==> src/rtl/mem_arb2_if.sv <==
// mem_arb2_if: requester-side and memory-side buses of the two-port memory arbiter
interface mem_arb2_if #(
    parameter int logsize = 7
);
    logic               c0_req;
    logic               c0_we;
    logic [logsize-1:0] c0_addr;
    logic [7:0]         c0_wdata;
    logic               c0_ack;
    logic [7:0]         c0_rdata;
    logic               c1_req;
    logic               c1_we;
    logic [logsize-1:0] c1_addr;
    logic [7:0]         c1_wdata;
    logic               c1_ack;
    logic [7:0]         c1_rdata;
    logic [logsize-1:0] mem_addr;
    logic [7:0]         mem_wdata;
    logic               mem_wselect;
    logic               mem_doit;
    logic               mem_busy;
    logic               mem_rvalid;
    logic [7:0]         mem_rdata;
    logic               grant;
    logic               err;

    modport slave (
        input  c0_req, c0_we, c0_addr, c0_wdata,
        input  c1_req, c1_we, c1_addr, c1_wdata,
        input  mem_busy, mem_rvalid, mem_rdata,
        output c0_ack, c0_rdata, c1_ack, c1_rdata,
        output mem_addr, mem_wdata, mem_wselect, mem_doit,
        output grant, err
    );

    modport master (
        output c0_req, c0_we, c0_addr, c0_wdata,
        output c1_req, c1_we, c1_addr, c1_wdata,
        output mem_busy, mem_rvalid, mem_rdata,
        input  c0_ack, c0_rdata, c1_ack, c1_rdata,
        input  mem_addr, mem_wdata, mem_wselect, mem_doit,
        input  grant, err
    );
endinterface

==> src/rtl/mem_arb2.sv <==
// mem_arb2: two-port arbiter/sequencer for a single-port byte memory; MEM_ARB_RR_EN selects round-robin ties
module mem_arb2 #(
    parameter int logsize = 7,
    parameter int TIMEOUT = 15
) (
    input logic       clk,
    input logic       rst,
    mem_arb2_if.slave bus
);
    localparam int CW = ($clog2(TIMEOUT + 1) < 4) ? 4 : $clog2(TIMEOUT + 1);

    typedef enum logic [1:0] {IDLE, ISSUE, WAIT, RESP} state_t;

    state_t             state;
    state_t             state_nx;
    logic [CW-1:0]      cnt;
    logic               win;
    logic               doit;
    logic               any_req;
    logic               timeout;
    logic               capture;
    logic [7:0]         rd_val;
    logic [logsize-1:0] addr;
    logic [7:0]         wdata;
    logic               wsel;
    logic               grant;
    logic               err;
    logic [7:0]         rdata0;
    logic [7:0]         rdata1;

    assign any_req = bus.c0_req || bus.c1_req;
    assign timeout = cnt == CW'(TIMEOUT - 1);
    assign capture = state == WAIT && (bus.mem_rvalid || timeout);
    assign rd_val  = bus.mem_rvalid ? bus.mem_rdata : 8'hFF;

`ifdef MEM_ARB_RR_EN
    logic last;

    // Remember which port was served last so a tie goes to the other one
    always_ff @(posedge clk or negedge rst)
        if (!rst) last <= 1'b1;
        else if (state == RESP) last <= grant;

    assign win = (bus.c0_req && bus.c1_req) ? ~last : bus.c1_req;
`else
    assign win = ~bus.c0_req;
`endif

    // State register
    always_ff @(posedge clk or negedge rst)
        if (!rst) state <= IDLE;
        else state <= state_nx;

    // Next state and the single-cycle memory strobe
    always_comb begin
        state_nx = state;
        doit     = 1'b0;
        case (state)
            IDLE:    state_nx = any_req ? ISSUE : IDLE;
            ISSUE:   begin
                doit     = !bus.mem_busy;
                state_nx = bus.mem_busy ? ISSUE : (wsel ? RESP : WAIT);
            end
            WAIT:    state_nx = (bus.mem_rvalid || timeout) ? RESP : WAIT;
            default: state_nx = IDLE;
        endcase
    end

    // Latch the winning command, capture read data, run the timeout counter
    always_ff @(posedge clk or negedge rst)
        if (!rst) begin
            addr   <= '0;
            wdata  <= 8'h00;
            wsel   <= 1'b0;
            grant  <= 1'b0;
            err    <= 1'b0;
            rdata0 <= 8'h00;
            rdata1 <= 8'h00;
            cnt    <= '0;
        end else begin
            if (state == IDLE && any_req) begin
                grant <= win;
                addr  <= win ? bus.c1_addr : bus.c0_addr;
                wdata <= win ? bus.c1_wdata : bus.c0_wdata;
                wsel  <= win ? bus.c1_we : bus.c0_we;
            end
            if (doit) cnt <= '0;
            else if (state == WAIT) cnt <= cnt + 1'b1;
            if (capture && grant) rdata1 <= rd_val;
            if (capture && !grant) rdata0 <= rd_val;
            if (capture && !bus.mem_rvalid) err <= 1'b1;
        end

    assign bus.c0_ack      = state == RESP && !grant;
    assign bus.c1_ack      = state == RESP && grant;
    assign bus.c0_rdata    = rdata0;
    assign bus.c1_rdata    = rdata1;
    assign bus.mem_addr    = addr;
    assign bus.mem_wdata   = wdata;
    assign bus.mem_wselect = wsel;
    assign bus.mem_doit    = doit;
    assign bus.grant       = grant;
    assign bus.err         = err;
endmodule

==> src/flat_wrapper.sv <==
// flat-port wrapper written by rule: the top's interface ports become plain ports
module mem_arb2_flat 
#(
    parameter int logsize = 7,
    parameter int TIMEOUT = 15
)
  (clk, rst, bus_c0_req, bus_c0_we, bus_c0_addr, bus_c0_wdata, bus_c1_req, bus_c1_we, bus_c1_addr, bus_c1_wdata, bus_mem_busy, bus_mem_rvalid, bus_mem_rdata, bus_c0_ack, bus_c0_rdata, bus_c1_ack, bus_c1_rdata, bus_mem_addr, bus_mem_wdata, bus_mem_wselect, bus_mem_doit, bus_grant, bus_err);
  mem_arb2_if #(.logsize(logsize)) bus_i ();
  input logic clk;
  input logic rst;
  input wire logic [$bits(bus_i.c0_req)-1:0] bus_c0_req;
  input wire logic [$bits(bus_i.c0_we)-1:0] bus_c0_we;
  input wire logic [$bits(bus_i.c0_addr)-1:0] bus_c0_addr;
  input wire logic [$bits(bus_i.c0_wdata)-1:0] bus_c0_wdata;
  input wire logic [$bits(bus_i.c1_req)-1:0] bus_c1_req;
  input wire logic [$bits(bus_i.c1_we)-1:0] bus_c1_we;
  input wire logic [$bits(bus_i.c1_addr)-1:0] bus_c1_addr;
  input wire logic [$bits(bus_i.c1_wdata)-1:0] bus_c1_wdata;
  input wire logic [$bits(bus_i.mem_busy)-1:0] bus_mem_busy;
  input wire logic [$bits(bus_i.mem_rvalid)-1:0] bus_mem_rvalid;
  input wire logic [$bits(bus_i.mem_rdata)-1:0] bus_mem_rdata;
  output wire logic [$bits(bus_i.c0_ack)-1:0] bus_c0_ack;
  output wire logic [$bits(bus_i.c0_rdata)-1:0] bus_c0_rdata;
  output wire logic [$bits(bus_i.c1_ack)-1:0] bus_c1_ack;
  output wire logic [$bits(bus_i.c1_rdata)-1:0] bus_c1_rdata;
  output wire logic [$bits(bus_i.mem_addr)-1:0] bus_mem_addr;
  output wire logic [$bits(bus_i.mem_wdata)-1:0] bus_mem_wdata;
  output wire logic [$bits(bus_i.mem_wselect)-1:0] bus_mem_wselect;
  output wire logic [$bits(bus_i.mem_doit)-1:0] bus_mem_doit;
  output wire logic [$bits(bus_i.grant)-1:0] bus_grant;
  output wire logic [$bits(bus_i.err)-1:0] bus_err;
  assign bus_i.c0_req = bus_c0_req;
  assign bus_i.c0_we = bus_c0_we;
  assign bus_i.c0_addr = bus_c0_addr;
  assign bus_i.c0_wdata = bus_c0_wdata;
  assign bus_i.c1_req = bus_c1_req;
  assign bus_i.c1_we = bus_c1_we;
  assign bus_i.c1_addr = bus_c1_addr;
  assign bus_i.c1_wdata = bus_c1_wdata;
  assign bus_i.mem_busy = bus_mem_busy;
  assign bus_i.mem_rvalid = bus_mem_rvalid;
  assign bus_i.mem_rdata = bus_mem_rdata;
  assign bus_c0_ack = bus_i.c0_ack;
  assign bus_c0_rdata = bus_i.c0_rdata;
  assign bus_c1_ack = bus_i.c1_ack;
  assign bus_c1_rdata = bus_i.c1_rdata;
  assign bus_mem_addr = bus_i.mem_addr;
  assign bus_mem_wdata = bus_i.mem_wdata;
  assign bus_mem_wselect = bus_i.mem_wselect;
  assign bus_mem_doit = bus_i.mem_doit;
  assign bus_grant = bus_i.grant;
  assign bus_err = bus_i.err;
  mem_arb2 #(.logsize(logsize), .TIMEOUT(TIMEOUT)) u_core (.clk(clk), .rst(rst), .bus(bus_i));
endmodule
==> config.mk <==
export PLATFORM = sky130hd
export DESIGN_NAME = mem_arb2_flat
export DESIGN_NICKNAME = d
export VERILOG_FILES = /design/src/rtl/mem_arb2_if.sv /design/src/rtl/mem_arb2.sv /design/src/flat_wrapper.sv
export SDC_FILE = /design/constraint.sdc
export NUM_CORES = 1
export LEC_CHECK = 0
export CORE_ASPECT_RATIO = 0.7
export CORE_MARGIN = 2
export CORE_UTILIZATION = 42
export CTS_BUF_LIST = sky130_fd_sc_hd__clkbuf_16
export DETAILED_ROUTE_END_ITERATION = 10
export GPL_ROUTABILITY_DRIVEN = 0
export PLACE_DENSITY = 0.81
export SETUP_SLACK_MARGIN = 0.5
export SYNTH_ARGS = -nofsm -noshare
export SYNTH_HDL_FRONTEND = slang
export SYNTH_SLANG_ARGS = --single-unit
==> constraint.sdc <==
create_clock -name clk -period 2.2 [get_ports clk]
set_clock_uncertainty 0.15 [all_clocks]
set_input_delay 0.22 -clock clk [delete_from_list [all_inputs] [get_ports clk]]
set_output_delay 0.22 -clock clk [all_outputs]
set_load 0.02 [all_outputs]
; ---- After elaboration in Yosys (flattened, before gate mapping)
; Cells that the tools add are included.
[word_totals]
register_bits = 40
latch_bits = 0
ram_bits = 0
mem_bits_ro = 0
input_bits = 46
output_inout_bits = 37
word_cells = 41
n_memories = 0
[op_classes]
n_addsub = 1
multipliers = 0
n_div = 0
n_lt_le_gt_ge = 0
n_eq_ne = 4
shift = 0
muxes = 12
bitwise_logic = 1
reduce_logical = 14
[ops]
columns = op, n
row1 = $mux W8, 2
row2 = $mux W4, 2
row3 = $logic_and A1 B1 Y1, 7
row4 = $mux W7, 1
row5 = $pmux W2 S3, 1
row6 = $mux W1, 5
row7 = $add A4 B1 Y4 const B, 1
row8 = $eq A2 B2 Y1 const B, 2
row9 = $eq A4 B4 Y1 const B, 1
row10 = $logic_not A1 Y1, 3
row11 = $eq A2 B1 Y1 const B, 1
row12 = $logic_not A2 Y1, 1
row13 = $logic_or A1 B1 Y1, 2
row14 = $mux W2, 1
row15 = $reduce_bool A2 Y1, 1
row16 = $not A1 Y1, 1

; ---- Longest topological paths before layout
[depth]
depth_word = 4
mapped_depth = 6
mapped_depth_nobuf = 5

; ---- Worst setup path before layout
; No wires, ideal clock.
[synth_timing]
path_type = register -> register
from = reg u_core.cnt[0]
to = reg u_core.rdata1[0], in the netlist u_core.bus.c1_rdata[0]
setup_time_ns = 0.123
arrival_time_ns = 1.322
required_ns = 1.927
setup_slack_ns = 0.604
path_stages_with_launch = 7
path_buffers = 1
path_cell_list = dfrtp_1 inv_1 ha_1 a31oi_1 and2b_1 buf_4 a2bb2oi_1
[synth_via]
elab_chain_cells = 4
[synth_rtl]
columns = item, line_no
row1 = "start, declared", mem_arb2.sv:16  ; logic [CW-1:0] cnt;
row2 = "start signal, assigned", mem_arb2.sv:88  ; else if (state == WAIT) cnt <= cnt + 1'b1;
row3 = $eq A4 B4 Y1, mem_arb2.sv:32  ; assign timeout = cnt == CW'(TIMEOUT - 1);
row4 = $logic_or A1 B1 Y1, mem_arb2.sv:33  ; assign capture = state == WAIT && (bus.mem_rvalid || timeout);
row5 = $logic_and A1 B1 Y1, mem_arb2.sv:33
row6 = $logic_and A1 B1 Y1, mem_arb2.sv:89  ; if (capture && grant) rdata1 <= rd_val;
row7 = "end signal, assigned", mem_arb2.sv:89
row8 = "end, declared", mem_arb2.sv:29  ; logic [7:0] rdata1;
; No other way between the ends.
; A chain may end at the register's enable or synchronous reset.

; ---- Worst setup path after layout
[layout_timing]
from = reg u_core.state[1]
to = reg u_core.wdata[0], in the netlist u_core.bus.mem_wdata[0]
[layout_via]
elab_chain_cells = 2
[layout_rtl]
columns = item, line_no
row1 = "start, declared", mem_arb2.sv:14  ; state_t state;
row2 = "start signal, assigned", mem_arb2.sv:52  ; else state <= state_nx;
row3 = $logic_not A2 Y1, mem_arb2.sv:81  ; if (state == IDLE && any_req) begin
row4 = $logic_and A1 B1 Y1, mem_arb2.sv:81
row5 = "end signal, assigned", mem_arb2.sv:84  ; wdata <= win ? bus.c1_wdata : bus.c0_wdata;
row6 = "end, declared", mem_arb2.sv:24  ; logic [7:0] wdata;
; No other way between the ends.

==> impl_metrics.yaml <==
run_status:
  status: "finished clean"
sta:
  tns_ns: 0
  tightest_slew_ns: 0.885
  fmax_ghz: 0.592
  fin_crit_sh_pct: 76.8
  hold_viol: 0
  finalCriticalPeriod_ns: 1.69
  slew_viol_final: 0
  rsz0062_at_grt: "true"
  setup_violations: 0
  maxSlewHeadroom_pct: 41.0
synth:
  synth_edf_count: 0
  seq_area_frac_synth_pct: 52.4
  synth_top_area_share_pct: 52.4
  synthMostInstantiatedCell: "dfrtp_1"
  ys_top_cells_by_count: "dfrtp_1 (40), mux2_2 (23), a2bb2oi_1 (16), mux2_4 (9), nor2b_1 (9)"
  synth_area_leaders: "dfrtp_1 (52%), mux2_2 (14%), a2bb2oi_1 (7.3%)"
  synth_nets: 193
  synth_warnings: 0
  syn_inst: 145
  synth-async-reset-ratio_pct: 100
  syn_area_mm2: 0.00191
  synth-main-ff-cell: "dfrtp_1"
  synth.distinct_cells: 29
  netlist.top_cell.by_area: "dfrtp_1"
  syn_avg_cell_area_um2: 13.2
  yosys_register_bits: 40
critical_path:
  slowest_delay_ns: 0.41
  start_kind: "register"
  crit_arrival_ns: 1.71
  cp_slowest_cell: "dfrtp_2"
  crit_chain: "buf_4, nor2_2, o21a_4, clkbuf_16, mux2_2"
  end_kind: "register"
  cp_max_fo: 11
  crit_type: "reg -> reg"
  crit_required_ns: 2.22
global_route:
  grt_pass1_wl_um: 7370
  grt_max_degree: 41
  grt.overflow.total: 0
  antenna_found_initial: 0
  grtUsageTotal_pct: 18.9
  grt_pass1_vias: 1508
cts:
  root_buffer: "clkbuf_16"
  cts_sinks: 40
  clk_path_buf_depth: 2
  clk_latency_ns: 0.28
  numCtsBuffers: 5
  htree_levels: 2
  clk_pin_slew_worst_paths_ns: 0.06
  cts_tree: "built"
floorplan:
  core_mm2: 0.00435
  dieArea_mm2: 0.00511
  ios: 83
  rows: 20
  die_y_um: 60.4
  initial_utilization_pct: 43.9
  die_x_um: 84.6
placement:
  post_dp_cell_area_mm2: 0.00277
  dpl.hpwl_um: 3160
  numPortBuffers: 82
final_layout:
  final_area_mm2: 0.00308
  multiInputGateArea_um2: 860
  fin_nets: 282
  antenna_cells: 0
  seq_area_mm2: 0.00100
  syn_to_final_growth_pct: 61.2
  fillers: 322
  layout-drive-gt1-share_pct: 26.4
pwr:
  switching_share_pct: 33.1
  p_int_w: 0.00303
  p_per_area_mw_per_mm2: 1470
  combPwrFrac_pct: 47.1
  leakagePower_nw: 1.30
  p_clk_share_pct: 23.4
  switching_power_w: 0.00150
  seqPwrFrac_pct: 29.4
  ir_worst_vdd_mv: 0.807
flow_run:
  max_cap_viol_count: 0
detailed_routing:
  vias: 1505
  drtIter0Drc: 65
  routedWlPerCell_um: 16.3
  drc: 0
  ant_nets: 0
  routed_wl_um: 4740
  viasPerCell: 5.19
  dr.pass1.iters: 4
min_path:
  hp-class: "reg -> reg"
## metal layers
metal / vias up / track usage (%) / part of all wire (%)
li1: 706 / - / -
met1: 735 / 24.0 / 44
met2: 56 / 31.3 / 49
met3: 8 / 5.44 / 5.8
met4: 0 / 7.48 / 1.1
met5: - / 0 / 0
## registers in the layout, summed over array words and instances, names as in the netlist
name                    cells
u_core.bus.c1_rdata         8
u_core.bus.err              1
u_core.bus.grant            1
u_core.bus.mem_addr         7
u_core.bus.mem_wdata        8
u_core.bus.c0_rdata         8
u_core.bus.mem_wselect      1
u_core.state                2
u_core.cnt                  4
## worst paths after layout
| path | startpoint | to | slack (ns) | cells after the start |
|---|---|---|---|---|
| setup / recovery | u_core.state[1] | u_core.bus.mem_wdata[0] | 0.51 | 5 |
| hold / removal | u_core.bus.err | u_core.bus.err | 0.33 | 1 |
| setup reg to reg | u_core.state[1] | u_core.bus.mem_wdata[0] | 0.51 | 5 |
| hold reg to reg | u_core.bus.err | u_core.bus.err | 0.33 | 1 |
| max in group asynchronous | rst | u_core.state[1] | 0.83 | 2 |
| min in group asynchronous | rst | u_core.bus.mem_wdata[2] | 0.45 | 2 |
## cells by family after synthesis
family | Yosys count | synth area share [%]
AND/OR/NAND/NOR | 26 | 8.12
adder cells (fa/ha/maj) | 2 | 1.31
multiplexers | 32 | 20.6
buffers and inverters | 12 | 4.71
flip-flops | 40 | 52.4
AO/OA/AOI/OAI | 33 | 12.8
## power by group through the flow
stage / clock, W / combinational (W) / sequential (W)
3_3_place_gp: 0 / 0.00199 / 0.00133
3_5_place_dp: 0 / 0.00202 / 0.00134
5_1_grt: 0.00111 / 0.00226 / 0.00138
6_report: 0.00106 / 0.00214 / 0.00133
4_1_cts: 0.00107 / 0.00207 / 0.00133
2_1_floorplan: 0 / 0.000820 / 0.00166
## worst max-delay path, delay by kind of cell, from the launching register on
family | cells | cell delay, ns
multiplexers | 1 | 0.32
AO/OA/AOI/OAI | 1 | 0.19
flip-flops | 1 | 0.41
AND/OR/NAND/NOR | 1 | 0.16
buffers and inverters | 2 | 0.33
## placed cells by master, fill, tap and decap left out, types with 2 or more instances in the layout
cell             instances
clkdlybuf4s50_1         77
dfrtp_1                 37
mux2_2                  23
a2bb2oi_1               15
nor2b_1                  9
mux2_4                   9
a21oi_1                  8
clkbuf_16                6
nor2_1                   4
nand2_1                  4
buf_4                    4
inv_1                    3
bufinv_16                3
dfrtp_2                  3
o21ai_0                  2
and3_1                   2
a311oi_1                 2
ha_1                     2
clkbuf_2                 2
dlygate4sd2_1            2
buf_12                   2
## repair_timing
item | CTS | global route
buffers inserted | 1 | 1
pin swaps | 0 | 1
setup endpoints to repair | 34 | 29
gates cloned | 0 | 1
hold buffers | 1 | 0
resized for setup | 11 | 10
endpoints found under the hold margin | 40 | 0
## through the flow
step,instances,total power [W],worst slack [ns],utilization (%),hold slack [ns]
2_1_floorplan,145,0.00248,0.604,-,-0.226
3_3_place_gp,278,0.00332,0.253,63.5,0.230
3_5_place_dp,278,0.00336,0.183,63.5,0.238
4_1_cts,288,0.00446,0.410,69.4,0.333
5_1_grt,290,0.00474,0.452,70.7,0.340
6_report,290,0.00453,0.511,70.7,0.327
## final cells by class
| cell class | instances | area share (%) |
|---|---|---|
| clock buffers | 5 | 4.06 |
| clock inverters | 3 | 2.93 |
| inverters | 3 | 0.366 |
| multi-input cells | 93 | 27.9 |
| flip-flops and latches | 40 | 32.6 |
| well taps | 55 | 2.23 |
| repair buffers | 91 | 29.9 |
Note: power is estimated with default switching activity, not from simulation.
